**config.mk**
```make
export PLATFORM = sky130hd
export DESIGN_NAME = hazard_scheduler_flat
export DESIGN_NICKNAME = d
export VERILOG_FILES = /design/src/rtl/hazard_scheduler_if.sv /design/src/rtl/hazard_scheduler.sv /design/src/flat_wrapper.sv
export SDC_FILE = /design/constraint.sdc
export NUM_CORES = 1
export LEC_CHECK = 0
export CORE_MARGIN = 2
export CORE_UTILIZATION = 45
export CTS_BUF_LIST = sky130_fd_sc_hd__clkbuf_8
export DETAILED_ROUTE_END_ITERATION = 8
export GPL_ROUTABILITY_DRIVEN = 1
export PLACE_DENSITY = 0.74
export SLEW_MARGIN = 20
export SYNTH_ARGS = -nofsm -noshare
export SYNTH_HDL_FRONTEND = slang
export SYNTH_SLANG_ARGS = --single-unit
export TNS_END_PERCENT = 30
```
**constraint.sdc**
```tcl
create_clock -name clk -period 9.8 [get_ports clk]
set_clock_uncertainty 0.2 [all_clocks]
set_input_delay 1.47 -clock clk [delete_from_list [all_inputs] [get_ports clk]]
set_output_delay 1.47 -clock clk [all_outputs]
set_load 0.05 [all_outputs]
```
**src/rtl/hazard_scheduler_if.sv**
```systemverilog
// Decode/writeback/MD handshake bundle between the pipeline and the hazard scheduler.
// Pure wiring, no storage, zero latency.
// stall_dec is the only backpressure signal: it holds decode while a hazard is open.
interface hazard_scheduler_if #(
    parameter int PREG_COUNT = 64
);
    localparam int AW = (PREG_COUNT > 1) ? $clog2(PREG_COUNT) : 1;

    logic          dec_valid;
    logic          dec_rs_enable;
    logic          dec_rt_enable;
    logic [AW-1:0] dec_prs_addr;
    logic [AW-1:0] dec_prt_addr;
    logic          dec_wb_reg;
    logic [AW-1:0] dec_write_addr;
    logic [1:0]    dec_exec_src;
    logic          wb_wb_reg;
    logic [AW-1:0] wb_write_addr;
    logic          flush;
    logic          stall_dec;
    logic          md_start;
    logic          md_busy;
    logic [7:0]    pending_count;

    // Pipeline side: drives decode/writeback, receives stall and MD status.
    modport master (
        output dec_valid, dec_rs_enable, dec_rt_enable, dec_prs_addr, dec_prt_addr,
        output dec_wb_reg, dec_write_addr, dec_exec_src, wb_wb_reg, wb_write_addr, flush,
        input  stall_dec, md_start, md_busy, pending_count
    );

    // Scheduler side.
    modport slave (
        input  dec_valid, dec_rs_enable, dec_rt_enable, dec_prs_addr, dec_prt_addr,
        input  dec_wb_reg, dec_write_addr, dec_exec_src, wb_wb_reg, wb_write_addr, flush,
        output stall_dec, md_start, md_busy, pending_count
    );
endinterface

```
**src/rtl/hazard_scheduler.sv**
```systemverilog
// Register scoreboard for long-latency writers plus multiply/divide occupancy tracker.
// stall_dec is combinational; scoreboard, md_start and md_busy update one edge after issue.
// Decode is held (stall_dec) on RAW hazards against pending loads/MD results and while MD is busy.
module hazard_scheduler #(
    parameter int PREG_COUNT = 64,
    parameter int MD_LATENCY = 32
) (
    input logic               clk,
    input logic               rst,
    hazard_scheduler_if.slave hs
);
    localparam int AW = (PREG_COUNT > 1) ? $clog2(PREG_COUNT) : 1;

    localparam logic [1:0] EX_ALU = 2'd0;
    localparam logic [1:0] EX_MEM = 2'd1;
    localparam logic [1:0] EX_MD  = 2'd2;

    localparam logic [7:0] MD_LOAD = 8'(MD_LATENCY - 1);

    typedef enum logic {
        S_IDLE = 1'b0,
        S_BUSY = 1'b1
    } md_state_t;

    logic [PREG_COUNT-1:0] r_pending;
    logic [PREG_COUNT-1:0] w_pending_next;
    logic [7:0]            w_pending_count;
    md_state_t             r_md_state;
    logic [7:0]            r_md_cnt;
    logic                  r_md_start;
    logic                  r_md_busy;

    logic w_rs_hazard;
    logic w_rt_hazard;
    logic w_md_hazard;
    logic w_stall;
    logic w_issue;
    logic w_is_md;
    logic w_sets_pending;

    // A writeback in the same cycle already delivers the operand via the bypass path.
    assign w_rs_hazard = hs.dec_rs_enable && r_pending[hs.dec_prs_addr] &&
                         !(hs.wb_wb_reg && (hs.wb_write_addr == hs.dec_prs_addr));
    assign w_rt_hazard = hs.dec_rt_enable && r_pending[hs.dec_prt_addr] &&
                         !(hs.wb_wb_reg && (hs.wb_write_addr == hs.dec_prt_addr));
    assign w_is_md     = (hs.dec_exec_src == EX_MD);
    assign w_md_hazard = w_is_md && r_md_busy;

    assign w_stall = hs.dec_valid && !hs.flush && (w_rs_hazard || w_rt_hazard || w_md_hazard);
    assign w_issue = hs.dec_valid && !w_stall && !hs.flush;

    // ALU results are forwarded, so only loads and MD results need scoreboard tracking.
    assign w_sets_pending = w_issue && hs.dec_wb_reg &&
                            ((hs.dec_exec_src == EX_MEM) || w_is_md) &&
                            (hs.dec_write_addr != '0);

    // Next scoreboard: retire first, then set, so a same-cycle set to the same register wins.
    always_comb begin
        w_pending_next = r_pending;
        if (hs.wb_wb_reg) begin
            w_pending_next[hs.wb_write_addr] = 1'b0;
        end
        if (w_sets_pending) begin
            w_pending_next[hs.dec_write_addr] = 1'b1;
        end
    end

    // Scoreboard register; the clear-on-retire of p0 is harmless because p0 is never set.
    always_ff @(posedge clk or posedge rst) begin
        if (rst) begin
            r_pending <= '0;
        end else begin
            r_pending <= w_pending_next;
        end
    end

    // Population count of the scoreboard, tracking the register with no extra delay.
    always_comb begin
        w_pending_count = 8'd0;
        for (int i = 0; i < PREG_COUNT; i++) begin
            w_pending_count = w_pending_count + 8'(r_pending[i]);
        end
    end

    // MD occupancy FSM: busy for MD_LATENCY cycles starting with the md_start cycle.
    always_ff @(posedge clk or posedge rst) begin
        if (rst) begin
            r_md_state <= S_IDLE;
            r_md_cnt   <= 8'd0;
            r_md_start <= 1'b0;
            r_md_busy  <= 1'b0;
        end else begin
            r_md_start <= 1'b0;
            case (r_md_state)
                S_IDLE: begin
                    if (w_issue && w_is_md) begin
                        r_md_state <= S_BUSY;
                        r_md_cnt   <= MD_LOAD;
                        r_md_start <= 1'b1;
                        r_md_busy  <= 1'b1;
                    end
                end
                S_BUSY: begin
                    if (r_md_cnt == 8'd0) begin
                        r_md_state <= S_IDLE;
                        r_md_busy  <= 1'b0;
                    end else begin
                        r_md_cnt <= r_md_cnt - 8'd1;
                    end
                end
                default: begin
                    r_md_state <= S_IDLE;
                    r_md_busy  <= 1'b0;
                end
            endcase
        end
    end

    assign hs.stall_dec     = w_stall;
    assign hs.md_start      = r_md_start;
    assign hs.md_busy       = r_md_busy;
    assign hs.pending_count = w_pending_count;
endmodule

```
**src/flat_wrapper.sv**
```systemverilog
// flat-port wrapper written by rule: the top's interface ports become plain ports
module hazard_scheduler_flat 
#(
    parameter int PREG_COUNT = 64,
    parameter int MD_LATENCY = 32
)
  (clk, rst, hs_dec_valid, hs_dec_rs_enable, hs_dec_rt_enable, hs_dec_prs_addr, hs_dec_prt_addr, hs_dec_wb_reg, hs_dec_write_addr, hs_dec_exec_src, hs_wb_wb_reg, hs_wb_write_addr, hs_flush, hs_stall_dec, hs_md_start, hs_md_busy, hs_pending_count);
  hazard_scheduler_if #(.PREG_COUNT(PREG_COUNT)) hs_i ();
  input logic clk;
  input logic rst;
  input wire logic [$bits(hs_i.dec_valid)-1:0] hs_dec_valid;
  input wire logic [$bits(hs_i.dec_rs_enable)-1:0] hs_dec_rs_enable;
  input wire logic [$bits(hs_i.dec_rt_enable)-1:0] hs_dec_rt_enable;
  input wire logic [$bits(hs_i.dec_prs_addr)-1:0] hs_dec_prs_addr;
  input wire logic [$bits(hs_i.dec_prt_addr)-1:0] hs_dec_prt_addr;
  input wire logic [$bits(hs_i.dec_wb_reg)-1:0] hs_dec_wb_reg;
  input wire logic [$bits(hs_i.dec_write_addr)-1:0] hs_dec_write_addr;
  input wire logic [$bits(hs_i.dec_exec_src)-1:0] hs_dec_exec_src;
  input wire logic [$bits(hs_i.wb_wb_reg)-1:0] hs_wb_wb_reg;
  input wire logic [$bits(hs_i.wb_write_addr)-1:0] hs_wb_write_addr;
  input wire logic [$bits(hs_i.flush)-1:0] hs_flush;
  output wire logic [$bits(hs_i.stall_dec)-1:0] hs_stall_dec;
  output wire logic [$bits(hs_i.md_start)-1:0] hs_md_start;
  output wire logic [$bits(hs_i.md_busy)-1:0] hs_md_busy;
  output wire logic [$bits(hs_i.pending_count)-1:0] hs_pending_count;
  assign hs_i.dec_valid = hs_dec_valid;
  assign hs_i.dec_rs_enable = hs_dec_rs_enable;
  assign hs_i.dec_rt_enable = hs_dec_rt_enable;
  assign hs_i.dec_prs_addr = hs_dec_prs_addr;
  assign hs_i.dec_prt_addr = hs_dec_prt_addr;
  assign hs_i.dec_wb_reg = hs_dec_wb_reg;
  assign hs_i.dec_write_addr = hs_dec_write_addr;
  assign hs_i.dec_exec_src = hs_dec_exec_src;
  assign hs_i.wb_wb_reg = hs_wb_wb_reg;
  assign hs_i.wb_write_addr = hs_wb_write_addr;
  assign hs_i.flush = hs_flush;
  assign hs_stall_dec = hs_i.stall_dec;
  assign hs_md_start = hs_i.md_start;
  assign hs_md_busy = hs_i.md_busy;
  assign hs_pending_count = hs_i.pending_count;
  hazard_scheduler #(.PREG_COUNT(PREG_COUNT), .MD_LATENCY(MD_LATENCY)) u_core (.clk(clk), .rst(rst), .hs(hs_i));
endmodule
```
== Word level (Yosys, flattened, before mapping) ==
Index checks and enable logic that the tools add are counted.

* Output and inout bits: 11
* Register bits after elaboration: 75

* Multiplexer cells: 20
* Reduce and logical (&&, ||, !) cells: 28
* Bitwise operators: 4
* Add/subtract/negate cells: 64
* Order comparisons: 6
* Eq/ne operators: 7

{| class="wikitable"
|+ Operator list
! operator !! number
|-
| adder 8 x 1 -> 8 bit || 62
|-
| 2-to-1 mux 64 bit || 2
|-
| bitwise AND 64 bit || 1
|-
| NOT 64 bit || 1
|-
| bitwise OR 64 bit || 1
|-
| less-than comparator 6 x 7 -> 1 bit (second input constant) || 4
|-
| logical AND 1 bit || 17
|-
| 2-to-1 mux 8 bit || 2
|-
| case mux 8 bit (2 select lines) || 1
|-
| binary-select mux 1 bit (select 6 bit) || 2
|-
| demux 1 bit (select 6 bit) || 2
|-
| == test 6 bit || 2
|-
| greater-or-equal comparator 6 x 1 -> 1 bit (second input constant) || 2
|-
| 2-to-1 mux 1 bit || 9
|-
| logical NOT 8 bit || 1
|-
| subtractor 8 x 1 -> 8 bit (second input constant) || 1
|-
| nonzero test 6 bit || 1
|-
| logical NOT 1 bit || 4
|-
| inequality test 2 bit (second input constant) || 2
|-
| case mux 1 bit (2 select lines) || 2
|-
| AND reduction 2 bit || 2
|-
| logical OR 1 bit || 3
|-
| adder 1 x 1 -> 2 bit || 1
|-
| == test 2 x 1 -> 1 bit (second input constant) || 1
|-
| 3 further kinds || 3
|}

== Depth between registers and ports, before layout ==
Gate-level depths: netlist of run 1.

* Word-level depth: 63
* Mapped depth: 20
* Depth with buffers taken out: 20

== Least setup slack after synthesis of run 1 ==
No wires, ideal clock.

* Path type: register -> output
* Start: reg u_core.r_pending[0]
* End: out hs_pending_count[5]
* Data arrival time: 6,430 ps
* Path slack: 1,700 ps
* Data required time: 8,130 ps
* Path buffers: 0
* Stages on the path, launching flop included: 20
* Path through: dfrtp_1 > ha_1 > inv_1 > fa_1 > fa_1 > inv_1 > fa_1 > fa_1 > fa_1 > fa_1 > fa_1 > inv_1 > fa_1 > inv_1 > ha_1 > a21o_1 > a21oi_1 > o21bai_1 > a21oi_1 > xor2_1

* Cells in the longest elaborated chain, start to end: 63

{| class="wikitable"
|+ RTL lines
! item !! line !! text
|-
| from (decl) || hazard_scheduler.sv:25 || <nowiki>logic [PREG_COUNT-1:0] r_pending;</nowiki>
|-
| from (signal assigned) || hazard_scheduler.sv:73 || <nowiki>r_pending <= w_pending_next;</nowiki>
|-
| adder 1 x 1 -> 2 bit || hazard_scheduler.sv:81 || <nowiki>w_pending_count = w_pending_count + 8'(r_pending[i]);</nowiki>
|-
| adder 8 x 1 -> 8 bit (62 in a row) || hazard_scheduler.sv:81 ||
|-
| to (decl) || flat_wrapper.sv:25 || <nowiki>output wire logic [$bits(hs_i.pending_count)-1:0] hs_pending_count;</nowiki>
|}

No other way between the ends.

== Worst setup path in the final report of run 1 ==
* Start: reg u_core.r_pending[0]
* End: out hs_pending_count[6]

The elaborated chain is that of the path after synthesis.

==> flow_metrics.env, run 1 <==
export IMPL_grt_ovfl_total=0
export IMPL_cts_setup_buffers=0
export IMPL_leakagePower_nw=3.14
export IMPL_crit_path_frequent_cell="fa_1"
export IMPL_fin_util=0.507
export IMPL_final_net_count=797
export IMPL_setup_viol=0
export IMPL_setup_ws_ns=0.852
export IMPL_dieArea_um2=15500
export IMPL_maxCapViolCount=0
export IMPL_clockBufferDepth=2
export IMPL_required_ns=8.13
export IMPL_worstMarginPinSlew_ns=1.10
export IMPL_ios=45
export IMPL_seq_area_frac_synth=0.287
export IMPL_p_per_area_nw_per_um2=150
export IMPL_synthCells=668
export IMPL_crit_chain="ha_1, inv_1, fa_1, fa_1, fa_1, fa_1, fa_1, fa_1, fa_1, fa_1, fa_1, fa_1, inv_1, a21oi_1, o21bai_1, a21oi_1, o21bai_1, clkdlybuf4s50_1"
export IMPL_cp_end_kind="output port"
export IMPL_grt_start_max_net_pins=76
export IMPL_postRouteAntennaNets=0
export IMPL_hold_viol=0
export IMPL_cts_tree="built"
export IMPL_cpLargestDelayFamily="adder cells"
export IMPL_floorplan_initialDensity=0.455
export IMPL_drc=0
export IMPL_num_antenna_cells=0
export IMPL_critPathSlowestCell="clkdlybuf4s50_1"
export IMPL_ys_types=54
export IMPL_drt_iter0_drc=686
export IMPL_fp_dieW_um=125
export IMPL_grtUsageTotal=0.250
export IMPL_peakVddDrop_uv=148
export IMPL_cts_resized=0
export IMPL_ctsHoldBuffers=0
export IMPL_ys_ff_latch=75
export IMPL_clk_pin_slew_worst_paths_ns=0.08
export IMPL_dp_hpwl_um=14900
export IMPL_antenna_found_initial=0
export IMPL_status="finished, final reports clean"
export IMPL_synth_edf_count=0
export IMPL_crit_fanout=4
export IMPL_relSlewSlack=0.261
export IMPL_pre_cts_slack_ns=1.23
export IMPL_wl_per_cell_um=21.3
export IMPL_syn_area_per_cell_um2=9.79
export IMPL_clkLatencyLatePin_ns=0.37
export IMPL_slew_viol_final=0
export IMPL_fmax_mhz=112
export IMPL_grt_pass1_wl_um=30200
export IMPL_core_area_um2=14400
export IMPL_place_congestion=1.00
export IMPL_fin_crit_ns=8.95
export IMPL_whs_ns=0.346
export IMPL_root_buffer="clkbuf_8"
export IMPL_cp_slowest_stage_delay_ns=0.81
export IMPL_crit_arrival_ns=7.28
export IMPL_viasPerCell=6.15
export IMPL_drtPass1Iterations=5
export IMPL_rsz0062_at_grt="false"
export IMPL_grt_pass1_vias=5648
export IMPL_synth_top_flop_cell="dfrtp_1"
export IMPL_yosysWarningCount=0
export IMPL_netlist_area_um2=6540
export IMPL_syn_to_final_growth_pct=11.3
export IMPL_setup_tns_ns=0
export IMPL_synth_nets=774
export IMPL_synthArstFlopShare=1.00
export IMPL_wl_um=18700
export IMPL_worst_path_buf_inv=3
export IMPL_fin_crit_sh=0.913
export IMPL_vias=5414
export IMPL_port_buffer_count=43
export IMPL_die_h_um=125
export IMPL_htreeDepth=3
export IMPL_rows=44
export IMPL_cts_made_buffers=9
export IMPL_crit_path_start_kind="flip-flop"
export IMPL_worst_hold_path_type="flip-flop to flip-flop"
export IMPL_criticalPathCategory="flip-flop to output port"
export IMPL_clock_sinks=75
export IMPL_layout_drive_gt1_share=0.0891
metal layers:
layer  part of all wire  track usage  up-vias
met5                  0            0        -
met3               0.12       0.0520       67
met4              0.051        0.122        0
met2               0.45        0.385      366
li1                   -            -     2343
met1               0.38        0.338     2638
state kept, by name, summed over array words and instances (netlist names):
register / flops
u_core.hs.md_busy: 1
u_core.r_pending: 64
u_core.hs.md_start: 1
u_core.r_md_cnt: 8
u_core.r_md_state: 1
worst paths after layout:
kind,startpoint,end,slack [ns],depth (start not counted)
max,u_core.r_pending[0],hs_pending_count[6],0.85,18
min,u_core.r_pending[25],u_core.r_pending[25],0.35,2
max reg2reg,u_core.r_pending[39],u_core.r_pending[38],6.18,7
min reg2reg,u_core.r_pending[25],u_core.r_pending[25],0.35,2
max in group asynchronous,rst,u_core.r_pending[53],7.28,3
min in group asynchronous,rst,u_core.r_pending[3],1.48,3
per-stage QoR:
stage               total power, mW  cell area, um2  cells
finish                         1.09            7280    880
global route                   1.16            7280    880
CTS                            1.10            7280    880
detailed placement            0.828            7060    864
global placement              0.802            7060    864
floorplan                     0.693            6540    668
power by group:
| group | leakage, nW | switching (mW) | internal [mW] |
|---|---|---|---|
| sequential | 1.02 | 0.0321 | 0.336 |
| clock | 0.119 | 0.113 | 0.156 |
| combinational | 2.00 | 0.281 | 0.171 |
| total | 3.14 | 0.427 | 0.663 |
worst min-delay path: cells and delay by family, from the launching register on:
family	cells	cell delay, ns
AO/OA/AOI/OAI	2	0.15
flip-flops	1	0.36
Yosys cell counts (all sizes together) (2+ instances only):
library cell  number  area, um2
a211oi             2       15.0
a21oi              6       30.0
a22oi              4       35.0
a311oi             3       26.3
a31oi              5       31.3
and2               6       37.5
and3               3       18.8
buf               17       98.9
clkbuf            16       60.1
dfrtp             75       1880
fa                54       1080
ha                18        225
inv              122        458
mux2i             14        140
mux4              28        631
nand2             53        201
nand2b             5       31.3
nand3             15       75.1
nand3b             5       37.5
nand4              6       37.5
nor2              19       71.3
nor2b              8       50.1
nor3               5       25.0
nor3b              3       22.5
nor4               2       12.5
o2111a             3       33.8
o2111ai            3       26.3
o211ai             2       20.0
o21ai             85        425
o21bai             3       22.5
o31ai             36        270
o41ai              9        131
xnor2             10       87.6
xor2              10       87.6
placed cells by master, fill, tap and decap left out, types with 10 or more instances in the layout:
cell / n
ha_1: 18
fa_1: 54
mux4_2: 28
xnor2_1: 10
o31ai_1: 36
clkbuf_8: 11
clkdlybuf4s50_1: 42
inv_1: 121
o21ai_0: 85
mux2i_1: 14
nand2_1: 52
xor2_1: 10
nand3_1: 15
nor2_1: 19
dfrtp_1: 75
kinds of logic (layout without fill, tap and decap cells):
kind of cell    Yosys count  count (layout)  synth area share
xor+xnor                 20              20            0.0268
flops                    75              75             0.287
compound gates          166             166             0.170
buf+inv                 155             183            0.0943
simple gates            136             136             0.102
other cells               1               1          0.000573
mux                      43              43             0.120
fa+ha+maj                72              72             0.200
final cells by class:
type / count / area [um2]
Clock buffer: 11 / 151
Clock inverter: 5 / 75.1
Fill cell: 1287 / 7090
Inverter: 122 / 458
Multi-Input combinational cell: 438 / 4050
Sequential cell: 75 / 1880
Tap cell: 184 / 230
Timing Repair Buffer: 45 / 440
Note: power is estimated with default switching activity, not from simulation.
==> run 2: changes to the inputs <==
Settings changed: TNS_END_PERCENT 30 to unset.
==> results of run 2 <==
No change in the layout: final DEF, timing and power equal those of run 1.
